$ cat config.mk
export PLATFORM = sky130hd
export DESIGN_NAME = mips_multicycle_ctrl_flat
export DESIGN_NICKNAME = d
export VERILOG_FILES = /design/src/rtl/mips_ctrl_pkg.sv /design/src/rtl/mips_multicycle_ctrl_if.sv /design/src/rtl/mem_wait_watchdog.sv /design/src/rtl/mips_multicycle_ctrl.sv /design/src/flat_wrapper.sv
export SDC_FILE = /design/constraint.sdc
export NUM_CORES = 1
export LEC_CHECK = 0
export ABC_CLOCK_PERIOD_IN_PS = 4100
export BUFFER_PORTS_ARGS = -buffer_cell sky130_fd_sc_hd__buf_2
export CAP_MARGIN = 40
export CORE_ASPECT_RATIO = 1.75
export CORE_UTILIZATION = 44
export DETAILED_ROUTE_END_ITERATION = 12
export PLACE_DENSITY = 0.66
export SYNTH_ARGS = -nofsm -noshare
export SYNTH_HDL_FRONTEND = slang
export SYNTH_SLANG_ARGS = --single-unit
export TNS_END_PERCENT = 20
$ cat constraint.sdc
create_clock -name clk -period 4.1 [get_ports clk]
set_input_delay 0.82 -clock clk [delete_from_list [all_inputs] [get_ports clk]]
set_output_delay 0.82 -clock clk [all_outputs]
set_load 0.03 [all_outputs]
$ cat src/rtl/mips_ctrl_pkg.sv
// Shared types for the multi-cycle MIPS control FSM: opcodes, states,
// datapath select encodings and the per-state registered control word.
package mips_ctrl_pkg;

    localparam logic [5:0] OP_RTYPE = 6'b000000;
    localparam logic [5:0] OP_LW    = 6'b100011;
    localparam logic [5:0] OP_SW    = 6'b101011;
    localparam logic [5:0] OP_BEQ   = 6'b000100;
    localparam logic [5:0] OP_J     = 6'b000010;
    localparam logic [5:0] OP_ADDI  = 6'b001000;

    typedef enum logic [3:0] {
        IDLE, FETCH, DECODE, MEM_ADDR, MEM_RD, MEM_WB, MEM_WR,
        EXEC, R_WB, BRANCH, JUMP, ADDI_EX, ADDI_WB, HALT
    } state_t;

    typedef enum logic [1:0] {SRCB_B, SRCB_FOUR, SRCB_IMM, SRCB_IMM_SH} alu_src_b_t;
    typedef enum logic [1:0] {ALU_ADD, ALU_SUB, ALU_FUNCT} alu_op_t;
    typedef enum logic [1:0] {PCS_ALU, PCS_ALUOUT, PCS_JUMP} pc_source_t;

    // Control bits that depend only on the state; ready/zero/opcode
    // qualified strobes are formed separately in the top.
    typedef struct packed {
        logic       iord;
        logic       mem_read;
        logic       mem_write;
        logic       reg_dst;
        logic       mem_to_reg;
        logic       reg_write;
        logic       alu_src_a;
        alu_src_b_t alu_src_b;
        alu_op_t    alu_op;
        pc_source_t pc_source;
    } ctrl_out_t;

    function automatic ctrl_out_t state_outputs(state_t s);
        ctrl_out_t o;
        o = '0;
        case (s)
            FETCH:    begin o.mem_read = 1'b1; o.alu_src_b = SRCB_FOUR; end
            DECODE:   o.alu_src_b = SRCB_IMM_SH;
            MEM_ADDR: begin o.alu_src_a = 1'b1; o.alu_src_b = SRCB_IMM; end
            MEM_RD:   begin o.mem_read = 1'b1; o.iord = 1'b1; end
            MEM_WB:   begin o.reg_write = 1'b1; o.mem_to_reg = 1'b1; end
            MEM_WR:   begin o.mem_write = 1'b1; o.iord = 1'b1; end
            EXEC:     begin o.alu_src_a = 1'b1; o.alu_op = ALU_FUNCT; end
            R_WB:     begin o.reg_write = 1'b1; o.reg_dst = 1'b1; end
            BRANCH:   begin o.alu_src_a = 1'b1; o.alu_op = ALU_SUB; o.pc_source = PCS_ALUOUT; end
            JUMP:     o.pc_source = PCS_JUMP;
            ADDI_EX:  begin o.alu_src_a = 1'b1; o.alu_src_b = SRCB_IMM; end
            ADDI_WB:  o.reg_write = 1'b1;
            default:  o = '0;
        endcase
        return o;
    endfunction

    function automatic logic is_legal(logic [5:0] op);
        return (op == OP_RTYPE) || (op == OP_LW) || (op == OP_SW) ||
               (op == OP_BEQ) || (op == OP_J) || (op == OP_ADDI);
    endfunction

endpackage

$ cat src/rtl/mips_multicycle_ctrl_if.sv
// Control bus between the FSM (slave side) and the datapath/bench (master side).
interface mips_multicycle_ctrl_if #(parameter int CNT_W = 32);
    logic [5:0]       opcode;
    logic             zero;
    logic             mem_ready;
    logic             pc_en;
    logic             iord;
    logic             mem_read;
    logic             mem_write;
    logic             ir_write;
    logic             reg_dst;
    logic             mem_to_reg;
    logic             reg_write;
    logic             alu_src_a;
    logic [1:0]       alu_src_b;
    logic [1:0]       alu_op;
    logic [1:0]       pc_source;
    logic             illegal;
    logic             mem_timeout;
    logic [3:0]       state;
    logic [CNT_W-1:0] instr_count;

    modport master (
        output opcode, zero, mem_ready,
        input  pc_en, iord, mem_read, mem_write, ir_write, reg_dst, mem_to_reg,
               reg_write, alu_src_a, alu_src_b, alu_op, pc_source, illegal,
               mem_timeout, state, instr_count
    );
    modport slave (
        input  opcode, zero, mem_ready,
        output pc_en, iord, mem_read, mem_write, ir_write, reg_dst, mem_to_reg,
               reg_write, alu_src_a, alu_src_b, alu_op, pc_source, illegal,
               mem_timeout, state, instr_count
    );
endinterface

$ cat src/rtl/mem_wait_watchdog.sv
// Counts stalled cycles in a memory-waiting state; flags expiry and latches
// a sticky timeout that only reset clears.
module mem_wait_watchdog #(
    parameter int WAIT_LIMIT = 255
) (
    input  logic clk,
    input  logic reset_n,
    input  logic i_waiting,
    input  logic i_ready,
    input  logic i_clear,
    output logic o_expire,
    output logic o_timeout
);
    localparam int CW = $clog2(WAIT_LIMIT + 1);

    logic [CW-1:0] r_cnt;
    logic          r_timeout;

    // Expiry is the WAIT_LIMIT-th stalled cycle; ready in that cycle still wins.
    assign o_expire  = i_waiting && !i_ready && (r_cnt == CW'(WAIT_LIMIT - 1));
    assign o_timeout = r_timeout;

    always_ff @(posedge clk or negedge reset_n) begin
        if (!reset_n) begin
            r_cnt     <= '0;
            r_timeout <= 1'b0;
        end else begin
            if (i_clear)
                r_cnt <= '0;
            else if (i_waiting && !i_ready)
                r_cnt <= r_cnt + CW'(1);
            if (o_expire)
                r_timeout <= 1'b1;
        end
    end
endmodule

$ cat src/rtl/mips_multicycle_ctrl.sv
// Moore control FSM for the multi-cycle MIPS datapath: sequences fetch,
// decode, execute, memory and writeback, and counts retired instructions.
module mips_multicycle_ctrl
    import mips_ctrl_pkg::*;
#(
    parameter int WAIT_LIMIT = 255,
    parameter int CNT_W      = 32
) (
    input  logic                  clk,
    input  logic                  reset_n,
    mips_multicycle_ctrl_if.slave bus
);
    state_t           r_state;
    state_t           w_next;
    ctrl_out_t        r_out;
    logic [CNT_W-1:0] r_count;
    logic             w_waiting;
    logic             w_enter_wait;
    logic             w_expire;
    logic             w_retire;
    logic             w_timeout;

    always_comb begin
        w_next = r_state;
        case (r_state)
            IDLE:     w_next = FETCH;
            FETCH:    if (bus.mem_ready) w_next = DECODE;
                      else if (w_expire) w_next = HALT;
            DECODE:   case (bus.opcode)
                          OP_LW, OP_SW: w_next = MEM_ADDR;
                          OP_RTYPE:     w_next = EXEC;
                          OP_BEQ:       w_next = BRANCH;
                          OP_J:         w_next = JUMP;
                          OP_ADDI:      w_next = ADDI_EX;
                          default:      w_next = FETCH;
                      endcase
            MEM_ADDR: w_next = (bus.opcode == OP_SW) ? MEM_WR : MEM_RD;
            MEM_RD:   if (bus.mem_ready) w_next = MEM_WB;
                      else if (w_expire) w_next = HALT;
            MEM_WR:   if (bus.mem_ready) w_next = FETCH;
                      else if (w_expire) w_next = HALT;
            EXEC:     w_next = R_WB;
            ADDI_EX:  w_next = ADDI_WB;
            MEM_WB, R_WB, BRANCH, JUMP, ADDI_WB: w_next = FETCH;
            HALT:     w_next = HALT;
            default:  w_next = IDLE;
        endcase
    end

    assign w_waiting    = (r_state == FETCH) || (r_state == MEM_RD) || (r_state == MEM_WR);
    assign w_enter_wait = (w_next != r_state) &&
                          ((w_next == FETCH) || (w_next == MEM_RD) || (w_next == MEM_WR));
    // MEM_WR only reaches FETCH on a completed store, so this is exactly retirement.
    assign w_retire     = (w_next == FETCH) &&
                          (r_state inside {MEM_WB, MEM_WR, R_WB, BRANCH, JUMP, ADDI_WB});

    mem_wait_watchdog #(.WAIT_LIMIT(WAIT_LIMIT)) u_wdog (
        .clk       (clk),
        .reset_n   (reset_n),
        .i_waiting (w_waiting),
        .i_ready   (bus.mem_ready),
        .i_clear   (w_enter_wait),
        .o_expire  (w_expire),
        .o_timeout (w_timeout)
    );

    // Control word is registered from the next state so it is valid for the
    // whole cycle the state is occupied, and clears with the async reset.
    always_ff @(posedge clk or negedge reset_n) begin
        if (!reset_n) begin
            r_state <= IDLE;
            r_out   <= '0;
            r_count <= '0;
        end else begin
            r_state <= w_next;
            r_out   <= state_outputs(w_next);
            if (w_retire)
                r_count <= r_count + CNT_W'(1);
        end
    end

    assign bus.iord        = r_out.iord;
    assign bus.mem_read    = r_out.mem_read;
    assign bus.mem_write   = r_out.mem_write;
    assign bus.reg_dst     = r_out.reg_dst;
    assign bus.mem_to_reg  = r_out.mem_to_reg;
    assign bus.reg_write   = r_out.reg_write;
    assign bus.alu_src_a   = r_out.alu_src_a;
    assign bus.alu_src_b   = r_out.alu_src_b;
    assign bus.alu_op      = r_out.alu_op;
    assign bus.pc_source   = r_out.pc_source;
    assign bus.ir_write    = (r_state == FETCH) && bus.mem_ready;
    assign bus.pc_en       = ((r_state == FETCH) && bus.mem_ready) ||
                             ((r_state == BRANCH) && bus.zero) || (r_state == JUMP);
    assign bus.illegal     = (r_state == DECODE) && !is_legal(bus.opcode);
    assign bus.mem_timeout = w_timeout;
    assign bus.state       = r_state;
    assign bus.instr_count = r_count;
endmodule

$ cat src/flat_wrapper.sv
// flat-port wrapper written by rule: the top's interface ports become plain ports
module mips_multicycle_ctrl_flat import mips_ctrl_pkg::*;
#(
    parameter int WAIT_LIMIT = 255,
    parameter int CNT_W      = 32
)
  (clk, reset_n, bus_opcode, bus_zero, bus_mem_ready, bus_pc_en, bus_iord, bus_mem_read, bus_mem_write, bus_ir_write, bus_reg_dst, bus_mem_to_reg, bus_reg_write, bus_alu_src_a, bus_alu_src_b, bus_alu_op, bus_pc_source, bus_illegal, bus_mem_timeout, bus_state, bus_instr_count);
  mips_multicycle_ctrl_if #(.CNT_W(CNT_W)) bus_i ();
  input  logic clk;
  input  logic reset_n;
  input wire logic [$bits(bus_i.opcode)-1:0] bus_opcode;
  input wire logic [$bits(bus_i.zero)-1:0] bus_zero;
  input wire logic [$bits(bus_i.mem_ready)-1:0] bus_mem_ready;
  output wire logic [$bits(bus_i.pc_en)-1:0] bus_pc_en;
  output wire logic [$bits(bus_i.iord)-1:0] bus_iord;
  output wire logic [$bits(bus_i.mem_read)-1:0] bus_mem_read;
  output wire logic [$bits(bus_i.mem_write)-1:0] bus_mem_write;
  output wire logic [$bits(bus_i.ir_write)-1:0] bus_ir_write;
  output wire logic [$bits(bus_i.reg_dst)-1:0] bus_reg_dst;
  output wire logic [$bits(bus_i.mem_to_reg)-1:0] bus_mem_to_reg;
  output wire logic [$bits(bus_i.reg_write)-1:0] bus_reg_write;
  output wire logic [$bits(bus_i.alu_src_a)-1:0] bus_alu_src_a;
  output wire logic [$bits(bus_i.alu_src_b)-1:0] bus_alu_src_b;
  output wire logic [$bits(bus_i.alu_op)-1:0] bus_alu_op;
  output wire logic [$bits(bus_i.pc_source)-1:0] bus_pc_source;
  output wire logic [$bits(bus_i.illegal)-1:0] bus_illegal;
  output wire logic [$bits(bus_i.mem_timeout)-1:0] bus_mem_timeout;
  output wire logic [$bits(bus_i.state)-1:0] bus_state;
  output wire logic [$bits(bus_i.instr_count)-1:0] bus_instr_count;
  assign bus_i.opcode = bus_opcode;
  assign bus_i.zero = bus_zero;
  assign bus_i.mem_ready = bus_mem_ready;
  assign bus_pc_en = bus_i.pc_en;
  assign bus_iord = bus_i.iord;
  assign bus_mem_read = bus_i.mem_read;
  assign bus_mem_write = bus_i.mem_write;
  assign bus_ir_write = bus_i.ir_write;
  assign bus_reg_dst = bus_i.reg_dst;
  assign bus_mem_to_reg = bus_i.mem_to_reg;
  assign bus_reg_write = bus_i.reg_write;
  assign bus_alu_src_a = bus_i.alu_src_a;
  assign bus_alu_src_b = bus_i.alu_src_b;
  assign bus_alu_op = bus_i.alu_op;
  assign bus_pc_source = bus_i.pc_source;
  assign bus_illegal = bus_i.illegal;
  assign bus_mem_timeout = bus_i.mem_timeout;
  assign bus_state = bus_i.state;
  assign bus_instr_count = bus_i.instr_count;
  mips_multicycle_ctrl #(.WAIT_LIMIT(WAIT_LIMIT), .CNT_W(CNT_W)) u_core (.clk(clk), .reset_n(reset_n), .bus(bus_i));
endmodule
==> results of run 1 <==
layer usage:
metal	track usage, %	wire, um	vias to the layer above
li1	-	-	1212
met1	21.89	2800	1243
met2	34.07	3866	64
met3	5.078	252	20
met4	12.48	286	0
met5	0	0	-
worst paths after layout:
path                                            startpoint                         end  slack, ps  depth (start not counted)
min in group asynchronous                          reset_n  u_core.bus.instr_count[14]        580                          1
worst max-delay path                   u_core.bus.state[1]                 bus_illegal       1330                          3
worst max register to register         u_core.bus.state[2]     u_core.bus.alu_src_b[0]       1620                          6
worst min-delay path            u_core.bus.instr_count[31]  u_core.bus.instr_count[31]        460                          1
worst min register to register  u_core.bus.instr_count[31]  u_core.bus.instr_count[31]        460                          1
max in group asynchronous                          reset_n  u_core.bus.instr_count[12]       2690                          2
cells in the mapped netlist, types with 2 or more instances:
| cell type | number |
|---|---|
| nor3_1 | 5 |
| nor4_1 | 2 |
| nor2b_1 | 6 |
| xor2_1 | 27 |
| nand2b_1 | 2 |
| and4_1 | 2 |
| ha_1 | 3 |
| o21ai_2 | 2 |
| a21oi_1 | 6 |
| o21bai_1 | 2 |
| nand4_1 | 7 |
| xnor2_1 | 13 |
| clkbuf_1 | 2 |
| dfrtp_1 | 57 |
| inv_2 | 2 |
| nand3_1 | 10 |
| a21oi_2 | 2 |
| buf_6 | 4 |
| o21ai_0 | 5 |
| o211ai_1 | 4 |
| nor2_1 | 20 |
| buf_4 | 4 |
| and2_1 | 2 |
| a21o_1 | 10 |
| nor3_2 | 10 |
| and3_1 | 9 |
| nand2_1 | 22 |
| o2111ai_1 | 5 |
| inv_1 | 10 |
| buf_2 | 3 |
| nor4_2 | 2 |
| a211oi_2 | 2 |
| nor4b_2 | 2 |
| o22ai_1 | 9 |
worst max-delay path, cell delays in order (launching register included):
cell and delay [ps]:
dfrtp_1 760, nor4b_2 470, and3_1 210, buf_2 190
cells in the final DEF, fill, tap and decap left out, types with 3 or more instances in the layout:
cell,synthesis,final
inv_1,10,10
nor3_1,5,5
nand3_1,10,10
buf_2,3,62
o2111ai_1,5,5
nand4_1,7,7
clkbuf_16,0,9
clkbuf_8,0,3
nor2_1,20,20
a21oi_1,6,6
o211ai_1,4,4
xor2_1,27,27
o21ai_0,5,5
nor2b_1,6,6
ha_1,3,3
xnor2_1,13,13
a21o_1,10,10
nor3_2,10,10
and3_1,9,9
o22ai_1,9,9
dfrtp_1,57,57
nand2_1,22,22
through the flow:
step                      hold slack [ps]  cell area, sq um  power [mW]  setup WS (ps)
after global routing                475.9              3938       2.801           1203
after global placement              451.9              3597       1.814           1500
after detailed placement            456.7              3597       1.827           1494
final                               458.9              3938       2.654           1327
after CTS                           467.2              3938       2.674           1324
after floorplan                     524.4              3289       1.641           1579
area by class of cell:
cell class	instances	area, sq um
fillers	644	3296
multi-input cells	220	1692
clock inverters	4	73.82
clock buffers	12	266.5
repair buffers	63	317.8
inverters	13	53.80
flip-flops and latches	57	1426
well taps	86	107.6
where the power goes:
group / leakage, nW / switching [mW] / internal, mW
combinational: 0.834 / 0.673 / 0.341
clock: 0.169 / 0.256 / 0.581
sequential: 0.692 / 0.142 / 0.661
logic make-up (layout without fill, tap and decap cells):
| logic type | Yosys count | count (layout) | synth area share, % |
|---|---|---|---|
| AOI/OAI and AO/OA | 61 | 61 | 16.51 |
| xor gates and xnor gates | 40 | 40 | 10.65 |
| adders and majority gates | 3 | 3 | 1.141 |
| buffers and inverters | 27 | 92 | 5.211 |
| DFF | 57 | 57 | 43.36 |
| muxes | 2 | 2 | 0.6466 |
| and+or+nand+nor | 114 | 114 | 22.48 |
==> reports/qor.yml, run 1 <==
cp.required_ps: 3280
seq_area_frac_synth_pct: 43.36
worst_pin_slew_ps: 805.9
largest_register_ffs: 32
syn_nets: 317
yosys.area.top_type_share_pct: 43.36
finalMaxSlewViolations: 0
worst_setup_path_end_kind: "output pin"
syn-cell-area_sq_um: 3289
clk_pin_slew_worst_paths_ps: 50
overflow: 0
synth_area_per_cell_sq_um: 10.82
utilization_pct: 54.44
die_area_sq_um: 7839
antenna_found_initial: 0
yosys_warnings: 0
nets: 377
clkLatencyLatePin_ps: 330
fin_cells: 455
areaGrowthSynthToFinish_pct: 19.70
synth_seq_cells: 57
hp-class: "flop to flop"
async_reset_ff_share_pct: 100.0
clockBufferDepth: 2
portBuffers: 62
ir_drop_uv: 308.9
synthFlopType: "dfrtp_1"
outcome: "finished, final reports clean"
hpwl_mm: 5.226
fmax_mhz: 360.6
drt-total-wl_mm: 7.205
cts_tree: "done"
finalSetupViolations: 0
cts_resized: 0
numCtsBuffers: 9
place.gp.congestion: 0.8821
grt_usage_pct: 20.14
root_buffer: "clkbuf_16"
fin_crit_ps: 2773
start_kind: "flop"
synth.area.top_cells: "dfrtp_1, xor2_1, xnor2_1, nor3_2, nand2_1"
fp.dieH_um: 116.4
dr.first_iter.drc_count: 118
drive_gt1_share_pct: 33.06
grt_pass1_vias: 2436
diodes: 0
critical_path_class: "flop to output pin"
p_leak_nw: 1.695
viasPerCell: 5.580
skew_ps: 3.687
grt_max_degree: 36
wl_per_cell_um: 15.84
cts_setup_buffers: 0
tns_ps: 0
critical_path_arrival_ps: 1950
synth_edf_count: 0
rsz0062_at_grt: "no"
die_w_um: 67.36
grt_pass1_wl_mm: 11.52
postCtsHoldBufs: 0
dp_cells: 439
p_per_area_nw_per_um2: 673.9
syn-instance-count: 304
rows: 41
maxCapViolCount: 0
core_area_sq_um: 7233
initial_core_util_pct: 45.48
antenna_left: 0
synthDistinctLibCells: 65
max_slew_margin_pct: 46.27
crit_path_max_fanout: 23
htreeDepth: 3
fin_crit_sh_pct: 67.65
drt_pass1_iterations: 4
synth_top_area_cell: "dfrtp_1"
num_vias: 2539
hold_viol: 0
route.detailed.drc: 0
cts.sinks: 57
ios: 63
(Power assumes the default switching activity.)
==> run 2: changes to the inputs <==
--- a/config.mk
+++ b/config.mk
@@ -5,7 +5,7 @@
 export SDC_FILE = /design/constraint.sdc
 export NUM_CORES = 1
 export LEC_CHECK = 0
-export ABC_CLOCK_PERIOD_IN_PS = 4100
+export ABC_CLOCK_PERIOD_IN_PS = 2700
 export BUFFER_PORTS_ARGS = -buffer_cell sky130_fd_sc_hd__buf_2
 export CAP_MARGIN = 40
 export CORE_ASPECT_RATIO = 1.75
==> constraint.sdc (replaced) <==
create_clock -name clk -period 2.7 [get_ports clk]
set_input_delay 0.54 -clock clk [delete_from_list [all_inputs] [get_ports clk]]
set_output_delay 0.54 -clock clk [all_outputs]
set_load 0.03 [all_outputs]
==> run 2 against run 1 <==
First-iteration DRC count rose by 25%. Sequential power rose by 52%. Clock-buffer cell count fell by 1. Clock power rose by 24%. Via count fell by 0.12%. Design area fell by 1.4%. Combinational power rose by 54%. Worst setup slack got worse by 1100 ps. Sequential cell count did not move. Sequential share of layout area rose by 0.51 points. Critical endpoint unchanged.
==> reports/qor.yml, run 2 (same netlist as run 1, synthesis figures left out) <==
drt-total-wl_mm: 7.174  # was 7.205 mm
power_frac_seq_pct: 31.9  # was 30.3%
cts.sinks: 57  # unchanged
highest_layer: "met4"  # unchanged
cts_resized: 0  # unchanged
die_area_sq_um: 7839  # unchanged
maxCapViolCount: 0  # unchanged
cts_setup_buffers: 0  # unchanged
ir_drop_uv: 393.1  # was 308.9 uV
hp-class: "primary input to asynchronous set/reset pin"  # was flop to flop
r2r_slack_ps: 460  # was 1620 ps
nets: 379  # was 377
skew_ps: 5.588  # was 3.687 ps
htreeDepth: 3  # unchanged
viasPerCell: 5.574  # was 5.580
wl_per_cell_um: 15.77  # was 15.84 um
root_buffer: "clkbuf_16"  # unchanged
postCtsHoldBufs: 0  # unchanged
crit_chain: "nor4b_2 -> and3_1 -> buf_2"  # unchanged
diodes: 0  # unchanged
finalSetupViolations: 0  # unchanged
pwr-share-comb_pct: 40.9  # was 38.2%
areaGrowthSynthToFinish_pct: 18.03  # was 19.70%
crit_path_max_fanout: 23  # unchanged
max_slew_margin_pct: 52.31  # was 46.27%
dr.first_iter.drc_count: 148  # was 118
critical_path_arrival_ps: 1970  # was 1950 ps
fp.dieH_um: 116.4  # unchanged
hold_viol: 0  # unchanged
initial_core_util_pct: 45.48  # unchanged
die_w_um: 67.36  # unchanged
dr_wl_met3_um: 308  # was 252 um
clockBufferDepth: 2  # unchanged
p_sw_share_pct: 42.61  # was 40.36%
r2r_cells: 7  # was 6
core_area_sq_um: 7233  # unchanged
portBuffers: 62  # unchanged
cp.required_ps: 2160  # was 3280 ps
start_kind: "flop"  # unchanged
drt_pass1_iterations: 6  # was 4
num_vias: 2536  # was 2539
fin_cells: 455  # unchanged
rsz0062_at_grt: "no"  # unchanged
layout_commonest_cell: "buf_2"  # unchanged
worst_pin_slew_ps: 715.4  # was 805.9 ps
clk_pin_slew_worst_paths_ps: 50  # about the same
multi_input_area_sq_um: 1692  # unchanged
rows: 41  # unchanged
antenna_left: 0  # unchanged
ios: 63  # unchanged
slowest_delay_ps: 750  # was 760 ps
fillers: 654  # was 644
wl_met1_mm: 2.679  # was 2.800 mm
fmax_mhz: 398.8
tns_ps: 0  # unchanged
worst_setup_path_end_kind: "output pin"  # unchanged
clkPwrFrac_pct: 27.2  # was 31.5%
clkLatencyLatePin_ps: 340  # was 330 ps
p_int_mw: 2.193  # was 1.583 mW
final_cell_mix: "buf_2, dfrtp_1, xor2_1, nand2_1, nor2_1"  # unchanged
antenna_found_initial: 0  # unchanged
placed_cell_area_sq_um: 3612  # was 3597 sq um
regArea_sq_um: 1426  # unchanged
p_leak_nw: 1.670  # was 1.695 nW
route.detailed.drc: 0  # unchanged
slowest_stage: "dfrtp_1"  # unchanged
critical_path_class: "flop to output pin"  # unchanged
r2r_start: "u_core.bus.state[2]"  # unchanged
reg2reg_to: "u_core.u_wdog.r_cnt[1]"  # was u_core.bus.alu_src_b[0]
overflow: 0  # unchanged
largest_register_ffs: 32  # unchanged
p_per_area_nw_per_um2: 984.1  # was 673.9 nW/um^2
grt_pass1_vias: 2486  # was 2436
cts_tree: "done"  # unchanged
fin_crit_ps: 2508
grt_usage_pct: 20.16  # was 20.14%
fin_crit_sh_pct: 92.87
drive_gt1_share_pct: 33.06  # unchanged
finalMaxSlewViolations: 0  # unchanged
place.gp.congestion: 0.8775  # was 0.8821
numCtsBuffers: 9  # unchanged
grt_pass1_wl_mm: 11.40  # was 11.52 mm
switching_power_mw: 1.628  # was 1.071 mW
met2_wirelength_mm: 3.859  # was 3.866 mm
startpoint: "u_core.bus.state[1]"  # unchanged
outcome: "finished, final reports clean"  # unchanged
hpwl_mm: 5.185  # was 5.226 mm
design_area_sq_um: 3882  # was 3938 sq um
dp_cells: 441  # was 439
grt_max_degree: 58  # was 36
-- run 2: worst max path at each step --
stage / slack, ps / end
after floorplan: 670 / bus_pc_en
after global placement: 450 / u_core.u_wdog.r_cnt[1]
after detailed placement: 390 / u_core.u_wdog.r_cnt[1]
after CTS: 170 / bus_illegal
after global routing: 60 / bus_illegal
final: 190 / bus_illegal
-- run 2: power by group through the flow --
stage	combinational, mW	sequential [mW]	clock, mW
5_1_grt	1.71	1.25	1.10
3_3_place_gp	1.54	1.23	0
3_5_place_dp	1.57	1.23	0
4_1_cts	1.58	1.22	1.06
6_report	1.56	1.22	1.04
2_1_floorplan	1.09	1.40	0
-- run 2: area by class of cell --
type	count	area share, %
well taps	86	2.772
clock buffers	11	6.510
flip-flops and latches	57	36.74
multi-input cells	220	43.57
clock inverters	3	0.4512
inverters	13	1.386
repair buffers	65	8.572
-- run 2: per-stage QoR --
stage / hold slack [ps] / utilization (%) / worst slack (ps) / power [mW]
6_report: 339.7 / 53.68 / 192.4 / 3.821
3_3_place_gp: 455.8 / 49.94 / 447.6 / 2.771
4_1_cts: 370.5 / 53.68 / 169.6 / 3.860
2_1_floorplan: 244.4 / - / 673.0 / 2.491
5_1_grt: 422.9 / 53.68 / 55.70 / 4.061
3_5_place_dp: 471.7 / 49.94 / 388.8 / 2.807
-- run 2: metal layers --
metal	track usage, %	vias to the layer above
met5	0	-
met4	14.18	0
met3	6.738	25
met2	35.27	62
met1	19.04	1240
li1	-	1209
-- run 2: critical path, delay by kind of cell, from the launching register on --
kind | cells | cell delay, ps
flops | 1 | 750
simple gates | 2 | 690
buf+inv | 1 | 190
==> run 3: changes to the inputs <==
--- a/config.mk
+++ b/config.mk
@@ -9,9 +9,9 @@
 export BUFFER_PORTS_ARGS = -buffer_cell sky130_fd_sc_hd__buf_2
 export CAP_MARGIN = 40
 export CORE_ASPECT_RATIO = 1.75
-export CORE_UTILIZATION = 44
+export CORE_UTILIZATION = 45
 export DETAILED_ROUTE_END_ITERATION = 12
-export PLACE_DENSITY = 0.66
+export PLACE_DENSITY = 0.67
 export SYNTH_ARGS = -nofsm -noshare
 export SYNTH_HDL_FRONTEND = slang
 export SYNTH_SLANG_ARGS = --single-unit
==> run 3 against run 2 <==
Global-route usage is 1.7 points higher. Sequential power down 4%. Non-clock buffer count grew 5. First-iteration DRC count up 18%. Fmax is 4.3% higher. Clock power up 23%. Clock skew is 1.6 ps higher. Clock-buffer cell count unchanged. Design area is 2.5% higher. Die area shrank 2.2%. Critical path depth grew 1. Critical endpoint unchanged.
==> reports/qor.yml, run 3 (same netlist as run 1, synthesis figures left out) <==
outcome: "finished, final reports clean"  # unchanged
ir_drop_uv: 661.6  # was 393.1 uV
hold_viol: 0  # unchanged
portBuffers: 62  # unchanged
grt_usage_pct: 21.84  # was 20.16%
fp.dieH_um: 115.1  # was 116.4 um
antenna_left: 0  # unchanged
wl_per_cell_um: 16.43  # was 15.77 um
grt_pass1_vias: 2573  # was 2486
ios: 63  # unchanged
initial_core_util_pct: 47.28  # was 45.48%
grt-busiest-layer: "met2"  # unchanged
dp_cells: 444  # was 441
root_buffer: "clkbuf_16"  # unchanged
route.detailed.drc: 0  # unchanged
cts_resized: 0  # unchanged
core_area_sq_um: 6957  # was 7233 sq um
fin_cells: 458  # was 455
worst_setup_path_end_kind: "output pin"  # unchanged
cp.required_ps: 2160  # about the same
cts_setup_buffers: 0  # unchanged
drt-total-wl_mm: 7.524  # was 7.174 mm
reg2reg_to: "u_core.u_wdog.r_cnt[1]"  # unchanged
worst_pin_slew_ps: 601.2  # was 715.4 ps
switching_power_mw: 1.633  # was 1.628 mW
fin_crit_sh_pct: 89.04  # was 92.87%
clkPwrFrac_pct: 31.1  # was 27.2%
diodes: 0  # unchanged
regArea_sq_um: 1426  # unchanged
max_slew_margin_pct: 59.92  # was 52.31%
rows: 40  # was 41
drt_pass1_iterations: 4  # was 6
postCtsHoldBufs: 0  # unchanged
antenna_found_initial: 0  # unchanged
finalSetupViolations: 0  # unchanged
clkLatencyLatePin_ps: 320  # was 340 ps
die_area_sq_um: 7669  # was 7839 sq um
crit_path_max_fanout: 11  # was 23
critical_path_class: "flop to output pin"  # unchanged
start_kind: "flop"  # unchanged
hp-class: "primary input to asynchronous set/reset pin"  # unchanged
critical_path_arrival_ps: 1860  # was 1970 ps
grt_use_met3_pct: 5.655  # was 6.738%
pwr-share-comb_pct: 40.5  # was 40.9%
clockBufferDepth: 2  # unchanged
layout_commonest_cell: "buf_2"  # unchanged
grt_max_degree: 23  # was 58
hpwl_mm: 5.507  # was 5.185 mm
fin_crit_ps: 2404  # was 2508 ps
htreeDepth: 3  # unchanged
numCtsBuffers: 9  # unchanged
cts.sinks: 57  # unchanged
place.gp.congestion: 0.8916  # was 0.8775
grt_util_met1_pct: 23.47  # was 19.04%
grt_pass1_wl_mm: 12.40  # was 11.40 mm
final_cell_mix: "buf_2, dfrtp_1, xor2_1, nand2_1, nor2_1"  # unchanged
die_w_um: 66.63  # was 67.36 um
largest_register_ffs: 32  # unchanged
clk_pin_slew_worst_paths_ps: 50  # about the same
num_vias: 2565  # was 2536
overflow: 0  # unchanged
nets: 384  # was 379
rsz0062_at_grt: "no"  # unchanged
maxCapViolCount: 0  # unchanged
p_sw_share_pct: 39.66  # was 42.61%
use_met2_pct: 38.79  # was 35.27%
power_frac_seq_pct: 28.4  # was 31.9%
r2r_start: "u_core.bus.state[2]"  # unchanged
drive_gt1_share_pct: 33.69  # was 33.06%
skew_ps: 7.168  # was 5.588 ps
fmax_mhz: 416.0  # was 398.8 MHz
cts_tree: "done"  # unchanged
dr.first_iter.drc_count: 175  # was 148
areaGrowthSynthToFinish_pct: 21.00  # was 18.03%
utilization_pct: 57.21  # was 53.68%
p_int_mw: 2.484  # was 2.193 mW
viasPerCell: 5.600  # was 5.574
r2r_slack_ps: 420  # was 460 ps
p_leak_nw: 1.723  # was 1.670 nW
finalMaxSlewViolations: 0  # unchanged
r2r_cells: 7  # unchanged
finalPower_mw: 4.118  # was 3.821 mW
startpoint: "u_core.bus.state[0]"  # was u_core.bus.state[1]
fillers: 625  # was 654
p_per_area_nw_per_um2: 1035  # was 984.1 nW/um^2
crit_end: "bus_illegal"  # unchanged
multi_input_area_sq_um: 1692  # unchanged
tns_ps: 0  # unchanged
[run 3: per-stage QoR]
step / hold WS [ps] / worst slack (ps) / area, sq um
floorplan: 244.4 / 673.0 / 3289
global placement: 454.8 / 418.2 / 3647
detailed placement: 462.2 / 322.3 / 3647
CTS: 195.1 / 306.6 / 3980
global route: 219.4 / 220.6 / 3980
finish: 197.6 / 295.9 / 3980
[run 3: worst min-delay path by stage]
stage          slack [ps]                          to  cells after the start
2_1_floorplan         240        u_core.bus.alu_op[1]                      0
3_3_place_gp          450  u_core.bus.instr_count[31]                      1
3_5_place_dp          460     u_core.u_wdog.o_timeout                      1
4_1_cts               200  u_core.bus.instr_count[21]                      1
5_1_grt               220  u_core.bus.instr_count[13]                      1
6_report              200  u_core.bus.instr_count[13]                      1
[run 3: power groups by stage]
stage,registers [mW],clock network [mW],logic (mW)
2_1_floorplan,1.40,0,1.09
3_3_place_gp,1.17,0,1.65
3_5_place_dp,1.18,0,1.67
4_1_cts,1.17,1.31,1.68
5_1_grt,1.19,1.35,1.82
6_report,1.17,1.28,1.67
[run 3: layout make-up]
| class | count | share of cell area, % |
|---|---|---|
| clock inverters | 3 | 2.263 |
| well taps | 84 | 2.641 |
| clock buffers | 11 | 6.099 |
| multi-input cells | 220 | 42.50 |
| flip-flops and latches | 57 | 35.84 |
| repair buffers | 70 | 9.305 |
| inverters | 13 | 1.352 |
[run 3: worst max-delay path: stages (launching register included)]
cell and delay, ps:
dfrtp_1 470, buf_4 220, nor4b_2 450, and3_1 210, buf_2 190
[run 3: per-layer routing]
layer	share of wire [%]	up-vias
met3	3.1	15
li1	-	1222
met5	0	-
met1	39	1263
met4	2.3	0
met2	55	65
